==> src/rtl/usb_rx_packet_ctrl.sv <==
// USB RX packet controller: PID check, 2-byte CRC holdback, payload
// forwarding to the RX FIFO and per-packet status with ready/ack.
module usb_rx_packet_ctrl #(
  parameter int MAX_BYTES = 64,
  parameter int CNT_W     = 7
) (
  input  logic             clk,
  input  logic             rst,
  input  logic             rcving,
  input  logic             w_enable,
  input  logic             r_error,
  input  logic [7:0]       rcv_data,
  input  logic             fifo_full,
  input  logic             pkt_ack,
  output logic [7:0]       payload_data,
  output logic             payload_we,
  output logic [3:0]       pid,
  output logic [CNT_W-1:0] byte_count,
  output logic             pkt_ready,
  output logic [2:0]       pkt_err
);

  typedef enum logic [2:0] {
    S_IDLE, S_PID, S_PAYLOAD, S_DONE, S_ERROR
  } state_t;

  localparam logic [2:0] E_NONE  = 3'd0;
  localparam logic [2:0] E_PID   = 3'd1;
  localparam logic [2:0] E_RX    = 3'd2;
  localparam logic [2:0] E_OVF   = 3'd3;
  localparam logic [2:0] E_SHORT = 3'd4;

  state_t     state;
  logic       rcving_d;
  logic [7:0] b0, b1;
  logic [1:0] fill;

  logic       start, stop, pid_ok;
  logic       fwd_due, ovf;
  logic [1:0] fill_nx;

  assign start   = rcving & ~rcving_d;
  assign stop    = ~rcving & rcving_d;
  assign pid_ok  = rcv_data[7:4] == ~rcv_data[3:0];
  assign fwd_due = w_enable && (fill == 2'd2);
  assign ovf     = fwd_due &&
                   (fifo_full || byte_count == CNT_W'(MAX_BYTES));
  assign fill_nx = (w_enable && fill != 2'd2) ? fill + 2'd1 : fill;

  always_ff @(posedge clk) begin
    if (rst) begin
      state        <= S_IDLE;
      rcving_d     <= 1'b0;
      b0           <= '0;
      b1           <= '0;
      fill         <= '0;
      payload_data <= '0;
      payload_we   <= 1'b0;
      pid          <= '0;
      byte_count   <= '0;
      pkt_ready    <= 1'b0;
      pkt_err      <= E_NONE;
    end else begin
      rcving_d   <= rcving;
      payload_we <= 1'b0;
      unique case (state)
        S_IDLE: begin
          if (start) begin
            byte_count <= '0;
            pid        <= '0;
            pkt_err    <= E_NONE;
            fill       <= '0;
            state      <= S_PID;
          end
        end
        S_PID: begin
          if (r_error) begin
            pkt_err   <= E_RX;
            pkt_ready <= 1'b1;
            state     <= S_ERROR;
          end else if (w_enable) begin
            if (!pid_ok) begin
              pkt_err   <= E_PID;
              pkt_ready <= 1'b1;
              state     <= S_ERROR;
            end else begin
              pid <= rcv_data[3:0];
              // PID byte and end together: handshake packet
              if (stop) begin
                pkt_ready <= 1'b1;
                state     <= S_DONE;
              end else begin
                state <= S_PAYLOAD;
              end
            end
          end else if (stop) begin
            pkt_err   <= E_SHORT;
            pkt_ready <= 1'b1;
            state     <= S_ERROR;
          end
        end
        S_PAYLOAD: begin
          if (r_error) begin
            pkt_err   <= E_RX;
            pkt_ready <= 1'b1;
            state     <= S_ERROR;
          end else if (ovf) begin
            pkt_err   <= E_OVF;
            pkt_ready <= 1'b1;
            state     <= S_ERROR;
          end else begin
            if (w_enable) begin
              b1   <= b0;
              b0   <= rcv_data;
              fill <= fill_nx;
              if (fwd_due) begin
                payload_data <= b1;
                payload_we   <= 1'b1;
                byte_count   <= byte_count + CNT_W'(1);
              end
            end
            // holdback content at end is the CRC
            if (stop) begin
              pkt_ready <= 1'b1;
              if (fill_nx == 2'd1) begin
                pkt_err <= E_SHORT;
                state   <= S_ERROR;
              end else begin
                state <= S_DONE;
              end
            end
          end
        end
        S_DONE, S_ERROR: begin
          if (pkt_ack) begin
            pkt_ready <= 1'b0;
            state     <= S_IDLE;
          end
        end
        default: state <= S_IDLE;
      endcase
    end
  end

endmodule

==> config.mk <==
export PLATFORM = sky130hd
export DESIGN_NAME = usb_rx_packet_ctrl
export DESIGN_NICKNAME = d
export VERILOG_FILES = /design/src/rtl/usb_rx_packet_ctrl.sv
export SDC_FILE = /design/constraint.sdc
export NUM_CORES = 1
export LEC_CHECK = 0
export CORE_MARGIN = 3
export CORE_UTILIZATION = 44
export DETAILED_ROUTE_END_ITERATION = 12
export PLACE_DENSITY = 0.73
export SYNTH_ARGS = -nofsm -noshare
export SYNTH_HDL_FRONTEND = slang
export SYNTH_SLANG_ARGS = --single-unit
==> constraint.sdc <==
create_clock -name clk -period 2.74 [get_ports clk]
set_clock_uncertainty 0.15 [all_clocks]
set_input_delay 0.548 -clock clk [delete_from_list [all_inputs] [get_ports clk]]
set_output_delay 0.548 -clock clk [all_outputs]
set_load 0.02 [all_outputs]
* Word-level counts from Yosys, hierarchy flattened
Index checks and enable logic that the tools add are counted.
** Word-level totals
- Word-level logic and storage cells :: 110
- Register bits after elaboration :: 46
- Output and inout port bits :: 24
- Bits of input ports :: 15
** Operators by class
- Muxes and demuxes :: 47
- Bitwise operators :: 9
- Add/sub/neg operators :: 2
- Reductions and logical operators :: 19
- Eq/ne operators :: 22
** Operator list (count)
- 2-to-1 mux 3 bit :: 18
- 2-to-1 mux 7 bit :: 5
- inequality test 2 bit (second input constant) :: 10
- 2-to-1 mux 4 bit :: 4
- inequality test 4 bit (second input constant) :: 4
- AND reduction 5 bit :: 3
- case mux 7 bit (2 select lines) :: 1
- case mux 3 bit (4 select lines) :: 1
- AND reduction 6 bit :: 2
- 2-to-1 mux 2 bit :: 5
- 2-to-1 mux 1 bit :: 9
- case mux 3 bit (3 select lines) :: 1
- case mux 4 bit (2 select lines) :: 1
- AND reduction 4 bit :: 2
- adder 7 x 1 -> 7 bit (second input constant) :: 1
- == test 7 bit (second input constant) :: 1
- == test 3 x 2 -> 1 bit (second input constant) :: 2
- NOT 1 bit :: 6
- nonzero test 3 bit :: 2
- OR reduction 5 bit :: 1
- == test 4 bit :: 1
- NOT 4 bit :: 1
- case mux 2 bit (2 select lines) :: 1
- nonzero test 2 bit :: 2
- other kinds (12) :: 15

* Depth between registers and ports, before layout
- Depth in word-level cells :: 9
- Depth in mapped cells :: 8
- Mapped depth without buffers :: 7

* Worst setup path after synthesis
Ideal clock, no wire load.
- Path type :: reg2reg
- From :: register byte_count[0]
- To :: register byte_count[5]
- Required time :: 2.520 ns
- Library setup time :: 0.070 ns
- Data arrival time :: 1.992 ns
- Setup slack :: 0.528 ns
- Cell stages (with the launch flop) :: 8
- Clock period less this slack :: 2.212 ns
- Path buffers :: 0
- Cell sequence :: dfxtp_1 -> inv_1 -> ha_1 -> nand4bb_4 -> o21ai_4 -> o32a_4 -> or4_1 -> a21oi_1
** On the way
- Word-level cells in the longest chain between the ends :: 6
- Elaborated cells between the ends (all ways) :: 11
- Classes of those cells :: 1 x add/sub; 2 x eq/ne; 5 x mux; 3 x reduce/logical
** Ends and longest elaborated chain
- start: declaration :: RTL line 18 : output logic [CNT_W-1:0] byte_count,
- start signal: assignment :: RTL line 119 : byte_count <= byte_count + CNT_W'(1);
- adder 7 x 1 -> 7 bit :: RTL line 119
- 2-to-1 mux 7 bit :: RTL line 116 : if (fwd_due) begin
- 2-to-1 mux 7 bit :: RTL line 112 : if (w_enable) begin
- 2-to-1 mux 7 bit :: RTL line 107 : end else if (ovf) begin
- 2-to-1 mux 7 bit :: RTL line 103 : if (r_error) begin
- case mux 7 bit (2 select lines) :: RTL line 66 : unique case (state)
Several ways; a longest one is shown, not always the timed one. The select of a mux whose other input is x is not followed.
A chain may end at the register's enable or synchronous reset.

* Worst setup path after layout
- From :: input w_enable
- To :: register byte_count[5]
** On the way
- Word-level cells in the longest chain between the ends :: 4
- Elaborated cells between the ends (all ways) :: 6
- Classes of those cells :: 3 x eq/ne; 3 x reduce/logical
** Ends and longest elaborated chain
- start: declaration :: RTL line 10 : input logic w_enable,
- logical AND 1 bit :: RTL line 45 : assign fwd_due = w_enable && (fill == 2'd2);
- logical AND 1 bit :: RTL line 46 : assign ovf = fwd_due &&
- inequality test 2 bit (no line)
- AND reduction 6 bit (no line) (*)
Every way passes the cells marked *; elsewhere a longest branch is shown, timed or not.

==> flow_metrics.py <==
metrics = {
    "pwr": {
        "p_leak_uw": 0.00119,
        "power_density_nw_per_um2": 570,
        "sw_frac_of_total": 0.302,
        "clock_power_share": 0.298,
        "pwr-share-seq": 0.447,
        "p_sw_uw": 505,
        "p_int_uw": 1170,
        "finalPower_uw": 1670,
        "ir_worst_vdd_v": 0.000352,
        "power.share.combinational": 0.255,
    },
    "synth": {
        "ys_ff_latch": 46,
        "synth_area_leaders": "dfxtp_1, mux2i_1, nor2_1",
        "yosys_warnings": 0,
        "synth.distinct_cells": 55,
        "synth-main-ff-cell": "dfxtp_1",
        "synth_edf_count": 0,
        "syn_area_per_cell_um2": 9.32,
        "syn_nets": 267,
        "yosysTopAreaCellShare": 0.397,
        "yosysTopAreaCell": "dfxtp_1",
        "synth-async-reset-ratio": 0,
        "synthesis.area_um2": 2320,
        "yosysSeqAreaShare": 0.397,
        "syn_inst": 249,
    },
    "floorplan": {
        "initial_core_util": 0.472,
        "dieArea_um2": 6180,
        "core_area_um2": 4910,
        "fp.dieW_um": 78.6,
        "rows": 25,
        "dieHeight_um": 78.6,
        "io_pins": 39,
    },
    "timing": {
        "slew_viol_final": 0,
        "rsz0062_at_grt": "no",
        "worst_pin_slew_ps": 525,
        "period_minus_slack_ps": 2380,
        "fin_tns_setup_ps": 0,
        "finalSetupViolations": 0,
        "hold_viol": 0,
        "fin_ws_ps": 361,
        "relSlewSlack": 0.650,
        "fmax_ghz": 0.420,
        "finalCritPeriodShare": 0.868,
    },
    "final_layout": {
        "layout-drive-gt1-share": 0.114,
        "antenna_cells": 0,
        "area_delta_synth_final_pct": 26.3,
        "finish.net_count": 314,
    },
    "global_route": {
        "grt_pass1_vias": 1813,
        "antenna_found_initial": 0,
        "grt_start_max_net_pins": 32,
        "grt_usage": 0.171,
        "grt_pass1_wl_um": 8600,
        "overflow": 0,
    },
    "cts": {
        "cts_tree": "done",
        "cts_resized": 0,
        "holdBufCountCts": 0,
        "root_buffer": "clkbuf_8",
        "post-cts-setup-buffer-count": 0,
        "numCtsBuffers": 5,
        "clockBufferDepth": 2,
        "cts_max_level": 2,
        "clk_pin_slew_ps": 90,
        "clock_latency_ps": 290,
        "clock_sinks": 46,
    },
    "critical_path": {
        "required_ps": 2820,
        "path_class": "in -> reg",
        "critPathLaunchType": "primary input",
        "end_kind": "register",
        "crit_arrival_ps": 2450,
        "cp_max_fo": 8,
    },
    "outcome": {
        "status": "finished clean",
    },
    "route": {
        "postRouteAntennaNets": 0,
        "via_count": 1996,
        "wl_per_cell_um": 13.7,
        "drt_iter0_drc": 109,
        "drtPass1Iterations": 5,
        "viasPerCell": 5.48,
        "drc_errors": 0,
        "wl_um": 5000,
    },
    "worst_hold_path": {
        "holdCritPathClass": "reg -> reg",
    },
    "placement": {
        "gp_congestion": 0.868,
        "dp_hpwl_um": 3730,
        "dp_slack_ps": 73.7,
        "port_buffers": 38,
    },
    "job": {
        "maxCapViolCount": 0,
    },
}
==> placed cells by master, fill, tap and decap left out, types with 2 or more instances in the layout <==
master           synthesis  final
dfxtp_1                 46     46
clkdlybuf4s50_1          0     38
nor2_1                  29     29
mux2i_1                 27     27
a21oi_1                 19     19
nand2_1                 12     12
buf_4                    1     11
o21ai_0                 10     10
inv_1                    9      9
nand3_1                  8      8
nand3b_1                 7      7
nand2b_1                 5      5
clkbuf_8                 0      5
nor2b_1                  4      4
nand4_1                  4      4
or3_1                    4      4
nor3_1                   4      4
xor2_1                   4      4
o211ai_1                 3      3
o32ai_1                  3      3
ha_1                     3      3
or3b_1                   2      2
or2_1                    2      2
or4_1                    2      2
or3_4                    2      2
o21ai_1                  2      2
o21a_1                   2      2
==> synth_stat cells (all sizes together), types with 2 or more instances <==
cell,n
inv,9
a21oi,19
or2,3
nand3,8
nor3,4
nor2,29
mux2i,27
nand4bb,2
dfxtp,46
buf,4
clkbuf,5
nor2b,4
a211oi,2
nand3b,7
o211ai,4
or3,6
nor3b,2
o21ai,14
nand4,4
o21a,2
nand2,12
xor2,4
o32ai,3
or3b,2
or4,2
nand2b,6
ha,3
==> routing by layer <==
layer  up-vias  global-route usage  share of wire
li1       1004                   -              -
met1       933               0.246           0.49
met2        55               0.268           0.46
met3         4              0.0310          0.048
met4         0              0.0315         0.0050
met5         -                   0              0
==> power by group through the flow <==
stage | clock network, uW | logic [uW] | registers, uW
after floorplan | 0 | 270 | 769
after global routing | 537 | 469 | 753
after global placement | 0 | 422 | 762
after detailed placement | 0 | 424 | 761
after CTS | 511 | 426 | 746
final | 498 | 425 | 747
==> metrics by stage <==
| step | hold slack, ps | std cells | cell area (um^2) | util |
|---|---|---|---|---|
| 2_1_floorplan | 310 | 249 | 2320 | - |
| 6_report | 321 | 364 | 2930 | 0.596 |
| 3_5_place_dp | 311 | 356 | 2820 | 0.574 |
| 5_1_grt | 348 | 364 | 2930 | 0.596 |
| 4_1_cts | 326 | 364 | 2930 | 0.596 |
| 3_3_place_gp | 306 | 356 | 2820 | 0.574 |
==> logic make-up after synthesis <==
family,after synthesis,synth area share
AND/OR/NAND/NOR,96,0.243
AO/OA/AOI/OAI,54,0.174
flip-flops,46,0.397
multiplexers,27,0.117
buffers and inverters,18,0.0351
XOR/XNOR,5,0.0189
adder cells (fa/ha/maj),3,0.0162
==> flip-flops by register name, summed over array words and instances (netlist names), 2 cells and up <==
register	flops
b1	8
pkt_err	3
payload_data	8
byte_count	7
pid	4
state	3
b0	8
fill	2
==> worst max-delay path, cell delays in order <==
cell and delay, ps:
clkdlybuf4s50_1 570, nand3_1 240, o21ai_4 80, o32a_4 390, or4_1 470, a21oi_1 150
==> final timing paths <==
kind / to / cells past startpoint / startpoint / slack (ps)
min: pkt_err[2] / 2 / pkt_err[2] / 320
max: byte_count[5] / 6 / w_enable / 360
max reg2reg: byte_count[5] / 7 / fill[0] / 440
min reg2reg: pkt_err[2] / 2 / pkt_err[2] / 320
==> final cells by class <==
type	count	area, um^2
fill	447	1980
multi-input combinational	185	1320
sequential	46	921
timing repair buffer	49	463
tap	67	83.8
clock buffer	6	72.6
clock inverter	2	37.5
inverter	9	33.8
Note: power is estimated with default switching activity, not from simulation.
